### src/rtl/seg7_scan_driver.sv
// Time-multiplexed DIGITS-wide 7-segment driver: shadow latch, prescaled digit scan,
// hex/BCD decode, leading-zero blanking and per-pin polarity on registered outputs.
module seg7_scan_driver #(
  parameter int DIGITS     = 4,
  parameter int PRESCALE   = 50000,
  parameter bit SEG_ACT_LO = 1'b1,
  parameter bit AN_ACT_LO  = 1'b1,
  parameter bit HEX_MODE   = 1'b1
) (
  input  logic                  clk,
  input  logic                  rst_n,
  input  logic                  en,
  input  logic                  load,
  input  logic [4*DIGITS-1:0]   value_in,
  input  logic [DIGITS-1:0]     dp_in,
  input  logic                  blank_lz,
  output logic [6:0]            seg,
  output logic                  dp,
  output logic [DIGITS-1:0]     an,
  output logic                  frame_done
);

  localparam int CNT_W = $clog2(PRESCALE);
  localparam int IDX_W = (DIGITS > 1) ? $clog2(DIGITS) : 1;
  localparam logic [CNT_W-1:0]  CNT_LAST = CNT_W'(PRESCALE - 1);
  localparam logic [IDX_W-1:0]  IDX_LAST = IDX_W'(DIGITS - 1);
  // XOR masks double as the inactive (all-off) pin levels
  localparam logic [6:0]        SEG_INV  = {7{SEG_ACT_LO}};
  localparam logic              DP_INV   = SEG_ACT_LO;
  localparam logic [DIGITS-1:0] AN_INV   = {DIGITS{AN_ACT_LO}};

  function automatic logic [6:0] decode(input logic [3:0] nib);
    logic [6:0] pat;
    case (nib)
      4'h0:    pat = 7'b1111110;
      4'h1:    pat = 7'b0110000;
      4'h2:    pat = 7'b1101101;
      4'h3:    pat = 7'b1111001;
      4'h4:    pat = 7'b0110011;
      4'h5:    pat = 7'b1011011;
      4'h6:    pat = 7'b1011111;
      4'h7:    pat = 7'b1110000;
      4'h8:    pat = 7'b1111111;
      4'h9:    pat = 7'b1111011;
      4'hA:    pat = 7'b1110111;
      4'hB:    pat = 7'b0011111;
      4'hC:    pat = 7'b1001110;
      4'hD:    pat = 7'b0111101;
      4'hE:    pat = 7'b1001111;
      4'hF:    pat = 7'b1000111;
      default: pat = 7'b0000000;
    endcase
    if (!HEX_MODE && (nib > 4'd9)) begin
      pat = 7'b0000000;
    end else begin
      pat = pat;
    end
    return pat;
  endfunction

  logic [4*DIGITS-1:0] value_q, value_d;
  logic [DIGITS-1:0]   sdp_q, sdp_d;
  logic [CNT_W-1:0]    cnt_q, cnt_d;
  logic [IDX_W-1:0]    idx_q, idx_d;
  logic                fd_q, fd_d;
  logic [6:0]          seg_q, seg_d;
  logic                dp_q, dp_d;
  logic [DIGITS-1:0]   an_q, an_d;
  logic                tick_s;
  logic [3:0]          nib_s;
  logic                dpbit_s;
  logic [DIGITS-1:0]   an_oh_s;
  logic                upper_nz_s;
  logic                blank_s;
  logic [6:0]          seg_act_s;

  // Shadow capture and scan timing (prescaler, digit index, frame pulse)
  always_comb begin
    value_d = value_q;
    sdp_d   = sdp_q;
    cnt_d   = cnt_q;
    idx_d   = idx_q;
    fd_d    = 1'b0;
    tick_s  = en && (cnt_q == CNT_LAST);
    if (load) begin
      value_d = value_in;
      sdp_d   = dp_in;
    end else begin
      value_d = value_q;
      sdp_d   = sdp_q;
    end
    if (!en) begin
      cnt_d = cnt_q;
      idx_d = idx_q;
    end else if (tick_s) begin
      cnt_d = '0;
      idx_d = (idx_q == IDX_LAST) ? '0 : idx_q + IDX_W'(1);
      fd_d  = (idx_q == IDX_LAST);
    end else begin
      cnt_d = cnt_q + CNT_W'(1);
    end
  end

  // Select the active digit and decide whether it sits in the leading-zero run
  always_comb begin
    nib_s      = 4'h0;
    dpbit_s    = 1'b0;
    an_oh_s    = '0;
    upper_nz_s = 1'b0;
    for (int k = 0; k < DIGITS; k++) begin
      if (IDX_W'(k) == idx_q) begin
        nib_s      = value_q[4*k +: 4];
        dpbit_s    = sdp_q[k];
        an_oh_s[k] = 1'b1;
      end else begin
        an_oh_s[k] = 1'b0;
      end
      if ((IDX_W'(k) >= idx_q) && (value_q[4*k +: 4] != 4'h0)) begin
        upper_nz_s = 1'b1;
      end else begin
        upper_nz_s = upper_nz_s;
      end
    end
    blank_s   = blank_lz && (idx_q != '0) && !upper_nz_s;
    seg_act_s = blank_s ? 7'b0000000 : decode(nib_s);
  end

  // Pin values for the next edge; polarity applied here so pins come straight from flops
  always_comb begin
    seg_d = SEG_INV;
    dp_d  = DP_INV;
    an_d  = AN_INV;
    if (en) begin
      seg_d = seg_act_s ^ SEG_INV;
      dp_d  = dpbit_s ^ DP_INV;
      an_d  = an_oh_s ^ AN_INV;
    end else begin
      seg_d = SEG_INV;
      dp_d  = DP_INV;
      an_d  = AN_INV;
    end
  end

  // State and output registers
  always_ff @(posedge clk or negedge rst_n) begin
    if (!rst_n) begin
      value_q <= '0;
      sdp_q   <= '0;
      cnt_q   <= '0;
      idx_q   <= '0;
      fd_q    <= 1'b0;
      seg_q   <= SEG_INV;
      dp_q    <= DP_INV;
      an_q    <= AN_INV;
    end else begin
      value_q <= value_d;
      sdp_q   <= sdp_d;
      cnt_q   <= cnt_d;
      idx_q   <= idx_d;
      fd_q    <= fd_d;
      seg_q   <= seg_d;
      dp_q    <= dp_d;
      an_q    <= an_d;
    end
  end

  assign seg        = seg_q;
  assign dp         = dp_q;
  assign an         = an_q;
  assign frame_done = fd_q;

endmodule
### config.mk
export PLATFORM = sky130hd
export DESIGN_NAME = seg7_scan_driver
export DESIGN_NICKNAME = d
export VERILOG_FILES = /design/src/rtl/seg7_scan_driver.sv
export SDC_FILE = /design/constraint.sdc
export NUM_CORES = 1
export LEC_CHECK = 0
export CORE_MARGIN = 1
export CORE_UTILIZATION = 31
export CTS_CLUSTER_DIAMETER = 30
export DETAILED_ROUTE_END_ITERATION = 12
export GPL_ROUTABILITY_DRIVEN = 0
export GPL_TIMING_DRIVEN = 0
export MAX_ROUTING_LAYER = met4
export PLACE_DENSITY = 0.54
export SLEW_MARGIN = 10
export SYNTH_ARGS = -nofsm -noshare
export SYNTH_HDL_FRONTEND = slang
export SYNTH_SLANG_ARGS = --single-unit
### constraint.sdc
create_clock -name clk -period 2.5 [get_ports clk]
set_clock_uncertainty 0.15 [all_clocks]
set_input_delay 0.5 -clock clk [delete_from_list [all_inputs] [get_ports clk]]
set_output_delay 0.5 -clock clk [all_outputs]
set_load 0.02 [all_outputs]
==> key figures, run 1 <==
STA
  • Max-slew violation count: 0
  • Finish-stage setup viols: 0
  • Final Hold Fails: 0
  • F_max: 418.3 MHz
  • Final period util: 95.63%
  • Worst slew pin tran: 0.5356 ns
  • Max-slew headroom: between 60% and 70%
  • Post-route minimum period: 2.391 ns
  • Worst hold slack: 0.01648 ns

Floorplanning
  • Ports: 38
  • Core Area: 7888 um2
  • Die Height: 93.07 um
  • Starting Density: 32.60%
  • Die width: roughly 93 um
  • Die area: 8662 um2
  • Num rows: 32

Detailed routing
  • Via density per instance: 4.742
  • Final WL: 4890 um
  • Via count: 1745
  • Drt first pass iters: 4
  • Routed WL per cell: 13.29 um
  • Iteration-0 DRC count of the detailed router: 56
  • Antenna Nets Post-Route: 0
  • DRC: 0

Placed design
  • # port buffers: 37
  • Cells after DPL: ~360
  • HPWL after detailed placement: 3655 um

Final layout
  • Area growth syn-to-layout: 26.28%
  • Commonest non-fill, non-tap cell in the layout: dfrtp_1
  • NumNets Final: 303
  • Fillers: roughly 760
  • Finished Layout Cells: 368
  • Register area: 1291 um2
  • Most frequent cells in the layout: 39 x dfrtp_1, 36 x clkdlybuf4s50_1, 22 x nand2_1
  • Area occupied by multi-input gates: 1240 um2
  • Antenna diodes: 0
  • Share of layout cells above drive strength 1: 25.19%

Global route
  • Largest net degree at the start of global routing: 29
  • Antenna violations before repair: 0
  • Total grt overflow: 0
  • Number of global-route vias before repair: 1777
  • All-Layer GR Usage: 13.00%
  • First-pass GRT wire length: approximately 8600 um

Synthesis
  • YS warnings: 0
  • Netlist cell types: 47
  • Seq/Total Area, Yosys: 50.22%
  • Synth Flop Type: dfrtp_1
  • Cell Area, Synth: 2571 um2
  • Mean Syn Cell Area: 11.79 um2
  • Post-synth EDFFs: 0
  • Mapped Cells: ~220
  • Syn Nets: approximately 260
  • Flops & latches, synth: 51
  • Async set or reset register ratio after synthesis: 100.0%

Flow run
  • Max Cap Violations: 0

Setup path
  • CP Capture Type: register
  • FF-to-FF Start: idx_q[0]
  • Largest delay share family, worst path: compound AO/OA/AOI/OAI gates
  • Critical R2R Capture: seg[3]
  • R2R setup slack: 0.11 ns
  • Worst path cell trace: buf_4 -> ha_1 -> buf_4 -> a221o_1 -> a22o_4 -> ha_1 -> mux2i_1 -> mux2_2 -> nand2_1
  • WP buf/inv: 2
  • FF-to-FF path depth: 9
  • Crit Path Class: reg -> reg
  • Maximum fanout along the worst path: 10
  • Max stage delay cell, worst path: dfrtp_1
  • Delay of the slowest critical-path stage: 0.39 ns
  • Setup crit start kind: register
  • CP arrival: roughly 2.5 ns
  • Worst EP required: between 2 and 3 ns

Outcome
  • Status: finished, final reports clean

Min path
  • Min-delay worst type: in -> async

CTS
  • Clock tree root driver cell: clkbuf_8
  • Clock latency on the worst-skew pair: 0.30 ns
  • H-tree depth: 2
  • Worst-path clk slew: 0.09 ns
  • Clk sinks: 51
  • CTS tree: yes
  • Num CTS Buffers: 5
  • Clk buf depth: 2

Power and ir drop
  • Leak pwr: 1.357 nW
  • Pwr dens: 603.5 nW/um2
  • Peak supply drop: a little over 200 uV
## per-stage QoR
step                area, um2  utilization (%)  power [W]  worst slack [ns]     TNS [ns]
finish                   3247            41.16   0.001959            0.1093            0
global route             3247            41.16   0.002069       -0.00009948  -0.00009948
CTS                      3208            40.67   0.001982          0.007945            0
detailed placement       3084            39.10   0.001411           -0.2447      -0.4711
global placement         3069            38.91   0.001402           -0.7754       -33.16
floorplan                2571                -   0.001261            0.1174            0
## layout make-up
cell class | count | share of cell area (%)
Buffer | 7 | 1.233
Multi-Input combinational cell | 151 | 38.19
Clock inverter | 1 | 0.9249
Timing Repair Buffer | 41 | 12.68
Clock buffer | 6 | 2.235
Tap cell | 102 | 3.931
Inverter | 9 | 1.040
Sequential cell | 51 | 39.77
## routing by layer
metal	GRT usage, %	wire (um)	vias up
met1	17.61	2456	835
met5	-	0	-
li1	-	-	868
met2	19.49	2188	34
met3	2.683	169	8
met4	4.231	76	0
## synthesized netlist by cell type, types with 2 or more instances
cell type / n / area share, %
inv_1: 8 / 1.2
clkbuf_1: 3 / 0.44
nor4_1: 3 / 0.73
nor2b_1: 4 / 0.97
o21ai_1: 2 / 0.39
nand3_1: 6 / 1.2
mux2_2: 21 / 9.2
nand3b_1: 2 / 0.58
mux2i_1: 5 / 1.9
and3_1: 3 / 0.73
nand2_1: 22 / 3.2
buf_2: 2 / 0.39
xnor2_1: 9 / 3.1
a21oi_1: 3 / 0.58
xor2_1: 5 / 1.7
nand3b_4: 2 / 1.6
nand4_1: 5 / 1.2
o221ai_1: 6 / 2.0
nand2b_1: 2 / 0.49
o21ai_0: 3 / 0.58
dfrtp_1: 39 / 38
dfstp_2: 12 / 12
and4_1: 2 / 0.68
ha_1: 12 / 5.8
nor2_1: 14 / 2.0
a311oi_4: 2 / 2.0
## timing repair
item / in CTS / in global routing
resized for setup: 4 / 8
hold buffers: 0 / 0
setup buffers: 2 / 1
pin swaps: 1 / 3
endpoints found under the setup margin: 7 / 3
## logic make-up (layout without fill, tap and decap cells)
logic type,count (synthesis),after routing,synth area share (%)
buf+inv,16,64,2.871
mux,26,26,11.14
compound gates,25,25,8.613
flops,51,51,50.22
simple gates,74,74,16.55
xor+xnor,14,14,4.769
fa+ha+maj,12,12,5.839
## how the worst max path moves through the flow
stage                   from          to  slack (ns)  cells after the start
floorplan           idx_q[0]      seg[3]        0.12                     10
global placement       rst_n  value_q[4]       -0.78                      1
detailed placement  idx_q[1]      seg[3]       -0.24                     10
CTS                 idx_q[0]      seg[3]       0.008                     11
global route        idx_q[0]      seg[0]     -0.0001                      9
finish              idx_q[0]      seg[3]        0.11                      9
## power by group
group | total, W | switching, W | leakage, nW | internal [W]
Sequential | 0.00103 | 0.0000928 | 0.600 | 0.000937
Clock | 0.000559 | 0.000265 | 0.0513 | 0.000294
Combinational | 0.000370 | 0.000170 | 0.705 | 0.000200
Total | 0.00196 | 0.000528 | 1.36 | 0.00143
## state kept, by name (all words and copies together), names as in the netlist
| register | cells |
|---|---|
| an | 4 |
| cnt_q | 16 |
| dp | 1 |
| frame_done | 1 |
| idx_q | 2 |
| sdp_q | 4 |
| seg | 7 |
| value_q | 16 |
## worst register-to-register path, delay by kind of cell, from the launching register on
kind / cells / cell delay, ns
DFF: 1 / 0.39
adders and majority gates: 2 / 0.48
buffers and inverters: 2 / 0.32
and+or+nand+nor: 1 / 0.07
muxes: 2 / 0.33
AOI/OAI and AO/OA: 2 / 0.59
No activity file was read; power rests on OpenSTA's default activity.
==> inputs of run 2 (changes only) <==
Settings changed: HOLD_SLACK_MARGIN from default to 0.02, REMOVE_ABC_BUFFERS from default to 1.
==> run 2 against run 1 <==
Effect of this change:
- cell count shrank 0.82%
- setup slack worse by 0.0057 ns
- critical endpoint unchanged
- sequential cell count stayed put
- wire length is 3.7% higher
- fmax down 0.24%
- sequential power about the same
- clock power fell by 17%
- critical path type unchanged
- non-clock buffer count down 4
- final area fell by 0.54%
- critical path depth unchanged
==> key figures, run 2 (synthesis results as in run 1) <==
CTS
  • CTS tree: yes
  • Clk buf depth: 2 (unchanged)
  • Worst-path clk slew: 0.09 ns (about the same)
  • Clock tree root driver cell: clkbuf_8
  • CTS Hold Bufs: 0 (unchanged)
  • H-tree depth: 2 (unchanged)
  • Clk sinks: 51 (unchanged)
  • Num CTS Buffers: 5 (unchanged)
  • Clock latency on the worst-skew pair: 0.30 ns (about the same)

Global route
  • First-pass GRT wire length: 8438 um (-1.6%)
  • Antenna violations before repair: 0 (unchanged)
  • Largest net degree at the start of global routing: 28 (-3.4%)
  • All-Layer GR Usage: 12.74% (-0.27 points)
  • Number of global-route vias before repair: 1737 (-2.3%)
  • Total grt overflow: 0 (unchanged)

Detailed routing
  • Antenna Nets Post-Route: 0 (unchanged)
  • Via density per instance: 4.742 (about the same)
  • Final WL: 5071 um (+3.7%)
  • Iteration-0 DRC count of the detailed router: 94 (+68%)
  • Routed WL per cell: 13.89 um (+4.6%)
  • Via count: 1731 (-0.80%)
  • WL met3: 131 um (-22%)
  • DRC: 0 (unchanged)
  • WL met1: 2543 um (+3.5%)
  • Drt first pass iters: 4 (unchanged)
  • WL met2: 2352 um (+7.5%)
  • Top Layer Used: met4

Floorplanning
  • Die width: 93.07 um (unchanged)
  • Num rows: 32 (unchanged)
  • Ports: 38 (unchanged)
  • Core Area: 7888 um2 (unchanged)
  • Die area: 8662 um2 (unchanged)
  • Starting Density: 32.60% (unchanged)
  • Die Height: 93.07 um (unchanged)

STA
  • F_max: 417.3 MHz (-0.24%)
  • Max-slew headroom: 34.88% (-29 points)
  • Worst hold slack: 0.03931 ns (+0.02283 ns)
  • Final Hold Fails: 0 (unchanged)
  • RSZ-0062 raised after global routing: false
  • Post-route minimum period: 2.396 ns (+0.005744 ns)
  • Finish-stage setup viols: 0 (unchanged)
  • Max-slew violation count: 0 (unchanged)
  • Post-Route Setup TNS: 0 ns (unchanged)
  • Final period util: 95.86% (+0.23 points)
  • Worst slew pin tran: 0.9738 ns (+0.4381 ns)

Final layout
  • Area growth syn-to-layout: 25.60%
  • Most frequent cells in the layout: 38 x dfrtp_1, 36 x clkdlybuf4s50_1, 22 x nand2_1
  • Fillers: 747 (-1.3%)
  • Antenna diodes: 0 (unchanged)
  • Share of layout cells above drive strength 1: 25.48% (+0.29 points)
  • Commonest non-fill, non-tap cell in the layout: dfrtp_1
  • NumNets Final: 299 (-1.3%)
  • Register area: 1292 um2 (about the same)
  • Area occupied by multi-input gates: 1264 um2 (+1.9%)

Placed design
  • HPWL after detailed placement: 3617 um (-1.1%)
  • # port buffers: 37 (unchanged)

Setup path
  • Setup crit start kind: register
  • CP Capture Type: register
  • FF-to-FF Start: idx_q[1]
  • Worst EP required: 2.59 ns (about the same)
  • Maximum fanout along the worst path: 6 (-4)
  • Setup crit start: idx_q[1]
  • Crit Path Class: reg -> reg
  • CP arrival: 2.49 ns (about the same)

Flow run
  • Max Cap Violations: 0 (unchanged)

Min path
  • Min-delay worst type: in -> async

Power and ir drop
  • Peak supply drop: 202.5 uV (+0.60%)
  • Leak pwr: 1.355 nW (-0.16%)
  • Pwr dens: 577.9 nW/um2 (-4.2%)

Outcome
  • Status: finished, final reports clean
## run 2: metal layers
layer  vias up  GRT usage [%]
met2        33          19.55
li1        854              -
met3         2          2.276
met1       842          17.21
met4         0          3.846
met5         -              -
## run 2: critical path, stage by stage (launching register included)
cell	delay (ns)
dfrtp_1	0.41
inv_2	0.10
ha_4	0.20
nor2b_2	0.17
a221o_1	0.34
a22o_4	0.26
ha_1	0.30
mux2i_1	0.07
mux2_2	0.26
nand2_1	0.07
## run 2: power by group
group	switching, W	internal (W)	total [W]
sequential	0.0000980	0.000937	0.00104
clock	0.000267	0.000197	0.000464
combinational	0.000169	0.000198	0.000367
total	0.000534	0.00133	0.00187
## run 2: cell type report
type                       count  area share [%]
sequential                    51           40.02
multi-input combinational    151           39.13
timing repair buffer          44           13.33
tap                          102           3.952
clock buffer                   7           2.363
inverter                       9           1.046
clock inverter                 1          0.1550
## run 2: repair_timing
item                                    in CTS  in global routing
resized for setup                            9                  5
buffers inserted                             5                  1
pin swaps                                    2                  0
endpoints found under the setup margin      19                  3
endpoints found under the hold margin        0                  0
## run 2: path summary, 6_finish.rpt
check | to | slack, ns | cells after the start
worst max-delay path | seg[3] | 0.10 | 9
worst min-delay path | cnt_q[12] | 0.04 | 1
worst max register to register | seg[3] | 0.10 | 9
worst min register to register | cnt_q[2] | 0.35 | 1
max in group asynchronous | dp | 1.54 | 2
min in group clk | cnt_q[2] | 0.35 | 1
## run 2: through the flow
| stage | setup WS (ns) | std cells | area [um2] | total power, W | util, % |
|---|---|---|---|---|---|
| finish | 0.1035 | 365 | 3229 | 0.001866 | 40.94 |
| global route | 0.01691 | 365 | 3229 | 0.001961 | 40.94 |
| CTS | 0.02132 | 364 | 3199 | 0.001874 | 40.56 |
| detailed placement | -0.6244 | 351 | 3044 | 0.001409 | 38.59 |
| global placement | -0.8085 | 350 | 3029 | 0.001398 | 38.40 |
| floorplan | 0.1068 | 211 | 2531 | 0.001254 | - |
